===== src/rtl/mmio_pkg.sv =====
// Shared types and constants for the CPU-side MMIO bus master.
package mmio_pkg;

    localparam int          BUS_DW    = 32;
    localparam logic [31:0] MMIO_BASE = 32'h4000_0000;

    typedef enum logic [1:0] {
        IDLE = 2'd0,
        BUS  = 2'd1,
        DONE = 2'd2,
        ERR  = 2'd3
    } state_t;

    function automatic logic is_word_aligned(input logic [31:0] addr);
        return (addr[1:0] == 2'b00);
    endfunction

endpackage


===== src/rtl/mmio_timeout_ctr.sv =====
// Clear/enable cycle counter; expired flags the last allowed bus-cycle clock.
module mmio_timeout_ctr #(
    parameter int TIMEOUT_CYCLES = 16
) (
    input  logic clk,
    input  logic rst_n,
    input  logic clear,
    input  logic enable,
    output logic expired
);
    import mmio_pkg::*;

    localparam int             CW   = (TIMEOUT_CYCLES > 1) ? $clog2(TIMEOUT_CYCLES) : 1;
    localparam logic [CW-1:0]  LAST = CW'(TIMEOUT_CYCLES - 1);

    logic [CW-1:0] count_r;

    // Counter: clear has priority so every bus cycle starts from zero.
    always_ff @(posedge clk or negedge rst_n) begin
        if (!rst_n) begin
            count_r <= '0;
        end else if (clear) begin
            count_r <= '0;
        end else if (enable) begin
            count_r <= count_r + CW'(1);
        end else begin
            count_r <= count_r;
        end
    end

    assign expired = (count_r == LAST);

endmodule


===== src/rtl/mmio_bus_master.sv =====
// Turns one CPU load/store into a single MMIO bus cycle and reports done/error.
module mmio_bus_master #(
    parameter int TIMEOUT_CYCLES = 16
) (
    input  logic        clk,
    input  logic        rst_n,
    input  logic        cpu_req_i,
    input  logic        cpu_we_i,
    input  logic [31:0] cpu_addr_i,
    input  logic [31:0] cpu_wdata_i,
    output logic        cpu_stall_o,
    output logic        cpu_done_o,
    output logic        cpu_err_o,
    output logic [31:0] cpu_rdata_o,
    output logic        write_o,
    output logic        read_o,
    output logic [31:0] addr_o,
    output logic [31:0] data_o,
    input  logic [31:0] data_i,
    input  logic        ack_i
);
    import mmio_pkg::*;

    state_t state_r;
    logic   accept_s;
    logic   ack_s;
    logic   expired_s;

    assign accept_s = (state_r == IDLE) && cpu_req_i && is_word_aligned(cpu_addr_i);
    // The shared ack net may float; only a solid 1 is taken as an acknowledge.
    assign ack_s    = (ack_i == 1'b1);

    mmio_timeout_ctr #(
        .TIMEOUT_CYCLES(TIMEOUT_CYCLES)
    ) u_timeout (
        .clk     (clk),
        .rst_n   (rst_n),
        .clear   (accept_s),
        .enable  (state_r == BUS),
        .expired (expired_s)
    );

    assign cpu_stall_o = ((state_r == IDLE) && cpu_req_i) || (state_r == BUS);

    // Access FSM with all bus and CPU-result outputs registered.
    always_ff @(posedge clk or negedge rst_n) begin
        if (!rst_n) begin
            state_r     <= IDLE;
            cpu_done_o  <= 1'b0;
            cpu_err_o   <= 1'b0;
            cpu_rdata_o <= 32'h0000_0000;
            write_o     <= 1'b0;
            read_o      <= 1'b0;
            addr_o      <= 32'h0000_0000;
            data_o      <= 32'h0000_0000;
        end else begin
            cpu_done_o  <= 1'b0;
            cpu_err_o   <= 1'b0;
            cpu_rdata_o <= 32'h0000_0000;
            case (state_r)
                IDLE: begin
                    if (cpu_req_i && !is_word_aligned(cpu_addr_i)) begin
                        state_r    <= ERR;
                        cpu_done_o <= 1'b1;
                        cpu_err_o  <= 1'b1;
                    end else if (cpu_req_i) begin
                        state_r <= BUS;
                        write_o <= cpu_we_i;
                        read_o  <= ~cpu_we_i;
                        addr_o  <= cpu_addr_i;
                        data_o  <= cpu_wdata_i;
                    end else begin
                        state_r <= IDLE;
                    end
                end
                BUS: begin
                    // Ack beats a simultaneous timeout.
                    if (ack_s) begin
                        state_r     <= DONE;
                        cpu_done_o  <= 1'b1;
                        cpu_rdata_o <= read_o ? data_i : 32'h0000_0000;
                        write_o     <= 1'b0;
                        read_o      <= 1'b0;
                        addr_o      <= 32'h0000_0000;
                        data_o      <= 32'h0000_0000;
                    end else if (expired_s) begin
                        state_r    <= ERR;
                        cpu_done_o <= 1'b1;
                        cpu_err_o  <= 1'b1;
                        write_o    <= 1'b0;
                        read_o     <= 1'b0;
                        addr_o     <= 32'h0000_0000;
                        data_o     <= 32'h0000_0000;
                    end else begin
                        state_r <= BUS;
                    end
                end
                DONE: begin
                    state_r <= IDLE;
                end
                ERR: begin
                    state_r <= IDLE;
                end
                default: begin
                    state_r <= IDLE;
                    write_o <= 1'b0;
                    read_o  <= 1'b0;
                    addr_o  <= 32'h0000_0000;
                    data_o  <= 32'h0000_0000;
                end
            endcase
        end
    end

endmodule


===== config.mk =====
export PLATFORM = sky130hd
export DESIGN_NAME = mmio_bus_master
export DESIGN_NICKNAME = d
export VERILOG_FILES = /design/src/rtl/mmio_pkg.sv /design/src/rtl/mmio_timeout_ctr.sv /design/src/rtl/mmio_bus_master.sv
export SDC_FILE = /design/constraint.sdc
export NUM_CORES = 1
export LEC_CHECK = 0
export CORE_MARGIN = 1
export CORE_UTILIZATION = 36
export CTS_CLUSTER_DIAMETER = 40
export CTS_CLUSTER_SIZE = 20
export DETAILED_ROUTE_END_ITERATION = 8
export GPL_TIMING_DRIVEN = 0
export PLACE_DENSITY = 0.76
export SYNTH_ARGS = -nofsm -noshare
export SYNTH_HDL_FRONTEND = slang
export SYNTH_SLANG_ARGS = --single-unit

===== constraint.sdc =====
create_clock -name clk -period 1.6 [get_ports clk]
set_input_delay 0.32 -clock clk [delete_from_list [all_inputs] [get_ports clk]]
set_output_delay 0.32 -clock clk [all_outputs]
set_load 0.02 [all_outputs]

; ---- Word level (Yosys, flattened, before mapping)
; Index checks and enable logic that the tools add are counted.
[totals]
reg_bits = 106
wordCells = 61
output_inout_bits = 101
[classes]
bitwise_logic = 1
mux = 32
eq_ne = 7
reduce_logical = 11
addsub = 1
[op_table]
columns = operator, count
row1 = two-way mux 32 bit, 9
row2 = case mux 32 bit (2 select lines), 2
row3 = two-way mux 1 bit, 11
row4 = two-way mux 4 bit, 2
row5 = case mux 1 bit (2 select lines), 4
row6 = two-way mux 2 bit, 3
row7 = case mux 2 bit (3 select lines), 1
row8 = adder 4 x 1 -> 4 bit (second input constant), 1
row9 = == test 2 bit (second input constant), 2
row10 = == test 4 bit (second input constant), 1
row11 = logical NOT 2 bit, 2
row12 = != test 2 bit (second input constant), 2
row13 = AND reduction 4 bit, 1
row14 = nonzero test 2 bit, 2
row15 = logical AND 1 bit, 3
row16 = != test 3 bit (second input constant), 1
row17 = == test 2 x 1 -> 1 bit (second input constant), 1
row18 = OR reduction 2 bit, 1
row19 = logical NOT 1 bit, 1
row20 = logical OR 1 bit, 1
row21 = NOT 1 bit, 1

; ---- Longest topological paths before layout
; Gate-level depths: netlist (run 1).
[depth]
word_depth = 5
mapped_depth = 6
mapped_depth_nobuf = 4

; ---- Hierarchy
; A second synthesis (run 1) with hierarchy kept.
[unflattened]
cells_unflattened = 388
hier_area_um2 = 4306.6
[modules_own_cells]
columns = mod, n_inst, area_per_inst_um2, seq_area_each_um2, cells_per_inst
row1 = mmio_bus_master, 1, 4107.7, 2552.4, 371
row2 = mmio_timeout_ctr, 1, 198.9, 100.1, 17

; ---- Worst setup path after synthesis (run 1)
; No wires, ideal clock.
[synth_path]
path_type = reg-to-reg
start = register state_r[0]
end = register addr_o[8]
slack_ns = 0.140
required_time_ns = 1.470
setup_time_ns = 0.130
period_less_slack_ns = 1.460
arrival_ns = 1.330
stages_incl_launch_ff = 6
cell_sequence = dfrtp_1 -> or3b_4 -> buf_6 -> buf_2 -> o21ai_0 -> o2bb2ai_1
[synth_via]
elab_chain_cells = 3
elab_cells_between_ends = 8
cone_classes = 4 x eq/ne / 1 x mux / 3 x reduce/logical
[synth_rtl]
columns = element, line_no
row1 = "start, declared", mmio_bus_master.sv:24  ; state_t state_r;
row2 = "start signal, assigned", mmio_bus_master.sv:48  ; state_r <= IDLE;
row3 = "start signal, assigned", mmio_bus_master.sv:63  ; state_r <= ERR;
row4 = "start signal, assigned", mmio_bus_master.sv:67  ; state_r <= BUS;
row5 = == test 2 x 1 -> 1 bit / logical NOT 2 bit (equally long branches), mmio_bus_master.sv:60  ; case (state_r)
row6 = != test 3 bit (no source line) (tied with other cells), --
row7 = AND reduction 4 bit (no source line), --
row8 = "end signal, assigned", mmio_bus_master.sv:70  ; addr_o <= cpu_addr_i;
row9 = "end, declared", mmio_bus_master.sv:17  ; output logic [31:0] addr_o,
; Several ways; a longest one is shown, not always the timed one.
; A chain may end at the register's enable or synchronous reset.

; ---- Worst setup path after layout (run 1)
[layout_path]
start = register state_r[0]
end = register addr_o[19]
; The elaborated chain is that of the path after synthesis.

==> flow_metrics.tcl, run 1 <==
set metrics [dict create \
    met2_usage 0.344 \
    ys_seq_elements 106 \
    syn_to_final_growth_pct 66.5 \
    synthCells 331 \
    vias 3514 \
    clkTransAtPathRegs_ns 0.07 \
    reg2reg_slack_ns 0.01 \
    synthFlopType "dfrtp_1" \
    clkLatencyLatePin_ns 0.34 \
    synth_top_area_share 0.647 \
    finalSetupViolations 0 \
    crit_path_start_kind "flop" \
    grt_start_max_net_pins 60 \
    period_minus_slack_ns 1.59 \
    worstMarginPinSlew_ns 0.645 \
    io_pins 202 \
    cp_slowest_cell "or3b_4" \
    status "complete, but fails checks" \
    finalCritPeriodShare 0.994 \
    dieArea_sq_mm 0.0118 \
    grt_setup_unrepaired "true" \
    vdd_ir_drop_max_v 0.000585 \
    avgSynthCellArea_sq_um 12.4 \
    grt_overflow 0 \
    hpwl_mm 8.60 \
    crit_fanout 5 \
    grtUsageMet1 0.240 \
    path_cells "or3b_4 > nor2_4 > buf_8 > buf_12 > buf_6 > o2bb2ai_2" \
    violations "negative hold slack" \
    final_core_util 0.622 \
    critPathKind "reg2reg" \
    core_area_sq_mm 0.0110 \
    final_area_sq_mm 0.00683 \
    synth.most_common_cell "dfrtp_1" \
    drc 0 \
    grt_pass1_wl_mm 18.3 \
    antenna_found_initial 0 \
    cts_tree "built" \
    busiest_layer "met2" \
    ys_async_sr_fraction 1.00 \
    whs_ns -0.00734 \
    fin_ws_ns 0.00951 \
    start_util 0.374 \
    place_area_sq_mm 0.00631 \
    nets 656 \
    setup-tns-final_ns 0 \
    synth_edf_count 0 \
    drv_cap 0 \
    cts_max_level 3 \
    multi_input_area_sq_mm 0.00138 \
    crit_arrival_ns 1.86 \
    seq_area_sq_mm 0.00266 \
    yosysUniqueCellTypes 30 \
    holdCritPathClass "in2async" \
    row_count 38 \
    grt_util_all_layers 0.204 \
    yosysTopAreaCell "dfrtp_1" \
    firstDrtPassIters 4 \
    synth.top_cells.by_area "dfrtp_1 (65%), o2bb2ai_1 (13%), o21ai_0 (5.9%)" \
    n_antenna_cell 0 \
    rr_worst_depth 6 \
    hold_buffers 0 \
    reg2reg_from "state_r[0]$_DFF_PN0_" \
    totalWireLength_mm 11.8 \
    clock-sinks 106 \
    cts_buffers 9 \
    clockRootBuffer "clkbuf_16" \
    slew_headroom 0.570 \
    syn_nets 433 \
    drtIter0Drc 162 \
    gr-usage-met3 0.0711 \
    critPathCaptureType "flop" \
    layout-drive-gt1-share 0.134 \
    post_drt_wl_per_cell_um 16.9 \
    postRouteAntennaNets 0 \
    finalHoldViolCount 4 \
    syn-cell-area_sq_mm 0.00410 \
    die_y_um 109 \
    synthTopCellsByCount "dfrtp_1 (106), o2bb2ai_1 (63), o21ai_0 (48)" \
    cts.path.max_buffers 2 \
    slowest_delay_ns 0.46 \
    fmax_mhz 629 \
    skew_ns 0.00570 \
    place_congestion 0.775 \
    die_w_um 109 \
    rr_endpoint "addr_o[19]$_DFFE_PN0P_" \
    grt_pass1_vias 3719 \
    yosys_warnings 0 \
    avgViaCountPerCell 5.03 \
    n_fill_cell 904 \
    pwr_density_cell_mw_per_mm2 1340 \
    slew_violations 0 \
    crit_required_ns 1.87 \
    portBuffers 201 \
    synth_seq_area_share 0.647 \
    pre_cts_slack_ns -0.478 \
    power.leakage_uw 0.00338 \
]
flip-flops by register name (all words and copies together) (netlist names):
name / count
cpu_done_o: 1
cpu_err_o: 1
read_o: 1
state_r: 2
data_o: 32
u_timeout.count_r: 4
addr_o: 32
cpu_rdata_o: 32
write_o: 1
layer usage:
metal,vias to the layer above,wire [um]
li1,1648,-
met1,1708,4810
met2,146,5830
met3,12,1070
met4,0,134
met5,-,0
area by class of cell:
class                      count  share of cell area
sequential                   106               0.389
buffer                        30              0.0337
clock buffer                  12              0.0361
tap                          140              0.0256
inverter                       1            0.000549
multi-input combinational    193               0.201
clock inverter                 4              0.0145
timing repair buffer         213               0.300
how the worst max path moves through the flow:
| stage | from | to | slack, ns |
|---|---|---|---|
| CTS | cpu_addr_i[0] | data_o[29]$_DFFE_PN0P_ | -0.01 |
| detailed placement | cpu_addr_i[1] | read_o$_DFFE_PN0P_ | -0.48 |
| floorplan | state_r[0]$_DFF_PN0_ | addr_o[8]$_DFFE_PN0P_ | 0.14 |
| global route | state_r[0]$_DFF_PN0_ | addr_o[20]$_DFFE_PN0P_ | -0.05 |
| global placement | rst_n | addr_o[28]$_DFFE_PN0P_ | -3.73 |
| finish | state_r[0]$_DFF_PN0_ | addr_o[19]$_DFFE_PN0P_ | 0.01 |
repair_timing:
item / in CTS / in global routing
endpoints found under the setup margin: 155 / 100
buffers inserted: 9 / 1
gates resized for setup: 123 / 55
gates cloned: 1 / 0
pin swaps: 2 / 0
critical path: cells and delay by family, from the launching register on:
kind | cells | cell delay [ns]
AND/OR/NAND/NOR | 2 | 0.63
flip-flops | 1 | 0.42
buffers and inverters | 3 | 0.37
AO/OA/AOI/OAI | 1 | 0.09
through the flow:
stage / total power (uW) / std cells
after floorplan: 5120 / 331
after global placement: 6730 / 672
after detailed placement: 6850 / 673
after CTS: 9110 / 698
after global routing: 9650 / 699
final: 9170 / 699
cells by family (layout without fill, tap and decap cells):
kind of cell / Yosys count / in the layout / synth area share
flip-flops: 106 / 106 / 0.647
adder cells (fa/ha/maj): 1 / 1 / 0.00305
AO/OA/AOI/OAI: 137 / 137 / 0.227
buffers and inverters: 32 / 260 / 0.0396
multiplexers: 1 / 1 / 0.00244
AND/OR/NAND/NOR: 53 / 53 / 0.0790
XOR/XNOR: 1 / 1 / 0.00214
where the power goes:
part / leakage [uW] / total [uW] / internal, uW / switching, uW
Clock: 0.000167 / 2530 / 1580 / 949
Combinational: 0.00178 / 3050 / 1320 / 1720
Sequential: 0.00143 / 3590 / 3260 / 330
Total: 0.00338 / 9170 / 6160 / 3000
layout by cell type, fill, tap and decap left out, types with 2 or more instances in the layout:
cell type	count
and2_1	32
buf_16	2
buf_2	2
buf_4	14
buf_6	7
buf_8	4
bufinv_16	3
clkbuf_1	6
clkbuf_16	9
clkbuf_2	8
clkdlybuf4s50_1	98
dfrtp_1	104
dfrtp_2	2
dlygate4sd2_1	98
dlymetal6s2s_1	4
nand2_1	4
nand2b_1	2
nand3b_1	2
nor2_1	4
nor3b_1	2
o21ai_0	38
o21ai_1	20
o21ai_2	11
o2bb2ai_1	59
o2bb2ai_2	4
No activity file was read; power rests on OpenSTA's default activity.
==> run 2, diff against run 1 <==
--- a/config.mk
+++ b/config.mk
@@ -6,12 +6,13 @@
 export NUM_CORES = 1
 export LEC_CHECK = 0
 export CORE_MARGIN = 1
-export CORE_UTILIZATION = 36
+export CORE_UTILIZATION = 41
 export CTS_CLUSTER_DIAMETER = 40
 export CTS_CLUSTER_SIZE = 20
 export DETAILED_ROUTE_END_ITERATION = 8
 export GPL_TIMING_DRIVEN = 0
-export PLACE_DENSITY = 0.76
+export PLACE_DENSITY = 0.85
 export SYNTH_ARGS = -nofsm -noshare
 export SYNTH_HDL_FRONTEND = slang
+export SYNTH_HIERARCHICAL = 1
 export SYNTH_SLANG_ARGS = --single-unit
==> constraint.sdc (replaced) <==
create_clock -name clk -period 1.52 [get_ports clk]
set_input_delay 0.304 -clock clk [delete_from_list [all_inputs] [get_ports clk]]
set_output_delay 0.304 -clock clk [all_outputs]
set_load 0.02 [all_outputs]
==> flow_metrics.tcl, run 2 <==
set metrics [dict create \
    status "complete, no violations" \
    cp_slowest_cell "dfrtp_1" \
    finalCritPeriodShare 0.999 \
    critical_path.top_delay_family "flip-flops" \
    slew_headroom 0.567 \
    grt_overflow 0 \
    final_cells 759 \
    syn_to_final_growth_pct 63.5 \
    cts_buffers 9 \
    drv_cap 0 \
    crit_arrival_ns 1.81 \
    synthCells 388 \
    worst-path-stages 7 \
    synth_edf_count 0 \
    layout_common_cells "dfrtp_1 (104), dlygate4sd2_1 (100), clkdlybuf4s50_1 (99)" \
    final_core_util 0.688 \
    cts_tree "built" \
    syn_nets 490 \
    synth.most_common_cell "dfrtp_1" \
    worstMarginPinSlew_ns 0.649 \
    yosysTopAreaCell "dfrtp_1" \
    dp_cells 726 \
    layout_commonest_cell "dfrtp_1" \
    start_util 0.421 \
    synth_top_area_share 0.616 \
    clkLatencyLatePin_ns 0.36 \
    n_antenna_cell 0 \
    finalHoldViolCount 0 \
    yosys_warnings 6 \
    skew_ns 0.00892 \
    grt_util_all_layers 0.242 \
    critPathCaptureType "flop" \
    clkTransAtPathRegs_ns 0.11 \
    grt_pass1_wl_mm 20.7 \
    layout-drive-gt1-share 0.210 \
    io_pins 202 \
    crit_required_ns 1.81 \
    ys_async_sr_fraction 1.00 \
    synth.top_cells.by_area "dfrtp_1 (62%), o21ai_0 (11%), nand3_1 (6.3%)" \
    avgSynthCellArea_sq_um 11.1 \
    hpwl_mm 9.32 \
    postRouteAntennaNets 0 \
    dieArea_sq_mm 0.0109 \
    reg2reg_slack_ns 0.0009 \
    synthTopCellsByCount "dfrtp_1 (106), o21ai_0 (98), nand3_1 (54)" \
    vdd_ir_drop_max_v 0.000958 \
    yosysUniqueCellTypes 35 \
    portBuffers 201 \
    avgViaCountPerCell 5.22 \
    clock-sinks 106 \
    top_regs "addr_o: 32 flops, cpu_rdata_o: 32 flops, data_o: 32 flops" \
    rr_endpoint "data_o[28]$_DFFE_PN0P_" \
    finalSetupViolations 0 \
    period_minus_slack_ns 1.52 \
    die_y_um 104 \
    post_drt_wl_per_cell_um 17.7 \
    vias 3965 \
    antenna_found_initial 0 \
    critPathKind "reg2reg" \
    place_congestion 0.835 \
    reg2reg_from "u_timeout/count_r[1]$_DFFE_PN0P_" \
    core_area_sq_mm 0.0102 \
    cts_max_level 3 \
    firstDrtPassIters 5 \
    grt_setup_unrepaired "true" \
    grt_pass1_vias 3960 \
    critPathBufInv 2 \
    die_w_um 104 \
    cts.path.max_buffers 2 \
    rr_worst_depth 7 \
    fmax_mhz 658 \
    ys_seq_elements 106 \
    pwr_density_cell_mw_per_mm2 1590 \
    slowest_delay_ns 0.43 \
    totalWireLength_mm 13.4 \
    grt_start_max_net_pins 69 \
    nets 720 \
    power.leakage_uw 0.00351 \
    row_count 37 \
    crit_path_start_kind "flop" \
    holdCritPathClass "in2async" \
    synth_seq_area_share 0.616 \
    path_cells "ha_4 > and3_4 > nor2_4 > buf_12 > buf_8 > o21ai_2 > o21ai_1" \
    synthFlopType "dfrtp_1" \
    drtIter0Drc 177 \
    syn-cell-area_sq_mm 0.00431 \
    crit_fanout 10 \
    clockRootBuffer "clkbuf_8" \
    drc 0 \
    slew_violations 0 \
]
[run 2: changes by cell type in the layout (fill, tap and decap cells not counted), sizes merged, moves of 4 or more]
cell	change
a31o	+9
and3	+12
buf	+7
dlymetal6s2s	-4
nand3	+54
o21ai	+41
o2bb2ai	-63
[run 2: cells by family (layout without fill, tap and decap cells)]
family	count (synthesis)	count (layout)	share of synthesized area
buf+inv	37	272	0.0503
xor+xnor	1	1	0.00203
flops	106	106	0.616
fa+ha+maj	1	1	0.00290
simple gates	115	115	0.164
mux	3	3	0.00813
compound gates	125	125	0.157
[run 2: per-stage QoR]
stage                     hold WS, ns  total power (uW)  TNS [ns]  setup slack (ns)  area [sq um]
after detailed placement        0.316              9500    -36.66            -0.684          6520
after global placement          0.485              9320   -423.21             -3.70          6490
final                           0.459             11200         0          0.000917          7040
after global routing            0.470             11800     -1.37           -0.0808          7040
after floorplan               0.00841              6790    -0.186          -0.00470          4310
after CTS                       0.461             10600   -0.0145          -0.00803          6750
[run 2: worst max path at each step]
stage	start	slack (ns)	endpoint
floorplan	u_timeout/count_r[0]$_DFFE_PN0P_	-0.005	addr_o[19]$_DFFE_PN0P_
detailed placement	cpu_req_i	-0.68	u_timeout/count_r[3]$_DFFE_PN0P_
finish	u_timeout/count_r[1]$_DFFE_PN0P_	0.0009	data_o[28]$_DFFE_PN0P_
global placement	rst_n	-3.70	cpu_rdata_o[4]$_DFF_PN0_
global route	u_timeout/count_r[1]$_DFFE_PN0P_	-0.08	data_o[13]$_DFFE_PN0P_
CTS	u_timeout/count_r[0]$_DFFE_PN0P_	-0.008	data_o[21]$_DFFE_PN0P_
[run 2: what timing repair did]
action / 4_1_cts / 5_1_grt
resized for setup: 146 / 119
pin swaps: 4 / 21
setup buffers: 11 / 4
hold buffers: 1 / 0
cloned: 1 / 4
endpoints found under the hold margin: 38 / 0
setup endpoints to repair: 199 / 67
[run 2: area by class of cell]
type / instances / area (sq um)
plain buffers: 31 / 267
clock buffers: 9 / 124
clock inverters: 7 / 53.8
fillers: 781 / 3190
inverters: 3 / 23.8
multi-input cells: 245 / 1580
flip-flops and latches: 106 / 2660
well taps: 136 / 170
repair buffers: 222 / 2160
[run 2: metal layers]
layer,routed length (um),global-route usage,up-vias
li1,-,-,1820
met1,5610,0.314,1959
met2,6790,0.403,161
met3,811,0.0595,25
met4,210,0.0633,0
met5,0,0,-
[run 2: report_power, final]
group	internal, uW	total [uW]	switching [uW]
registers	3750	4360	611
clock network	612	1620	1010
logic	2210	5220	3000
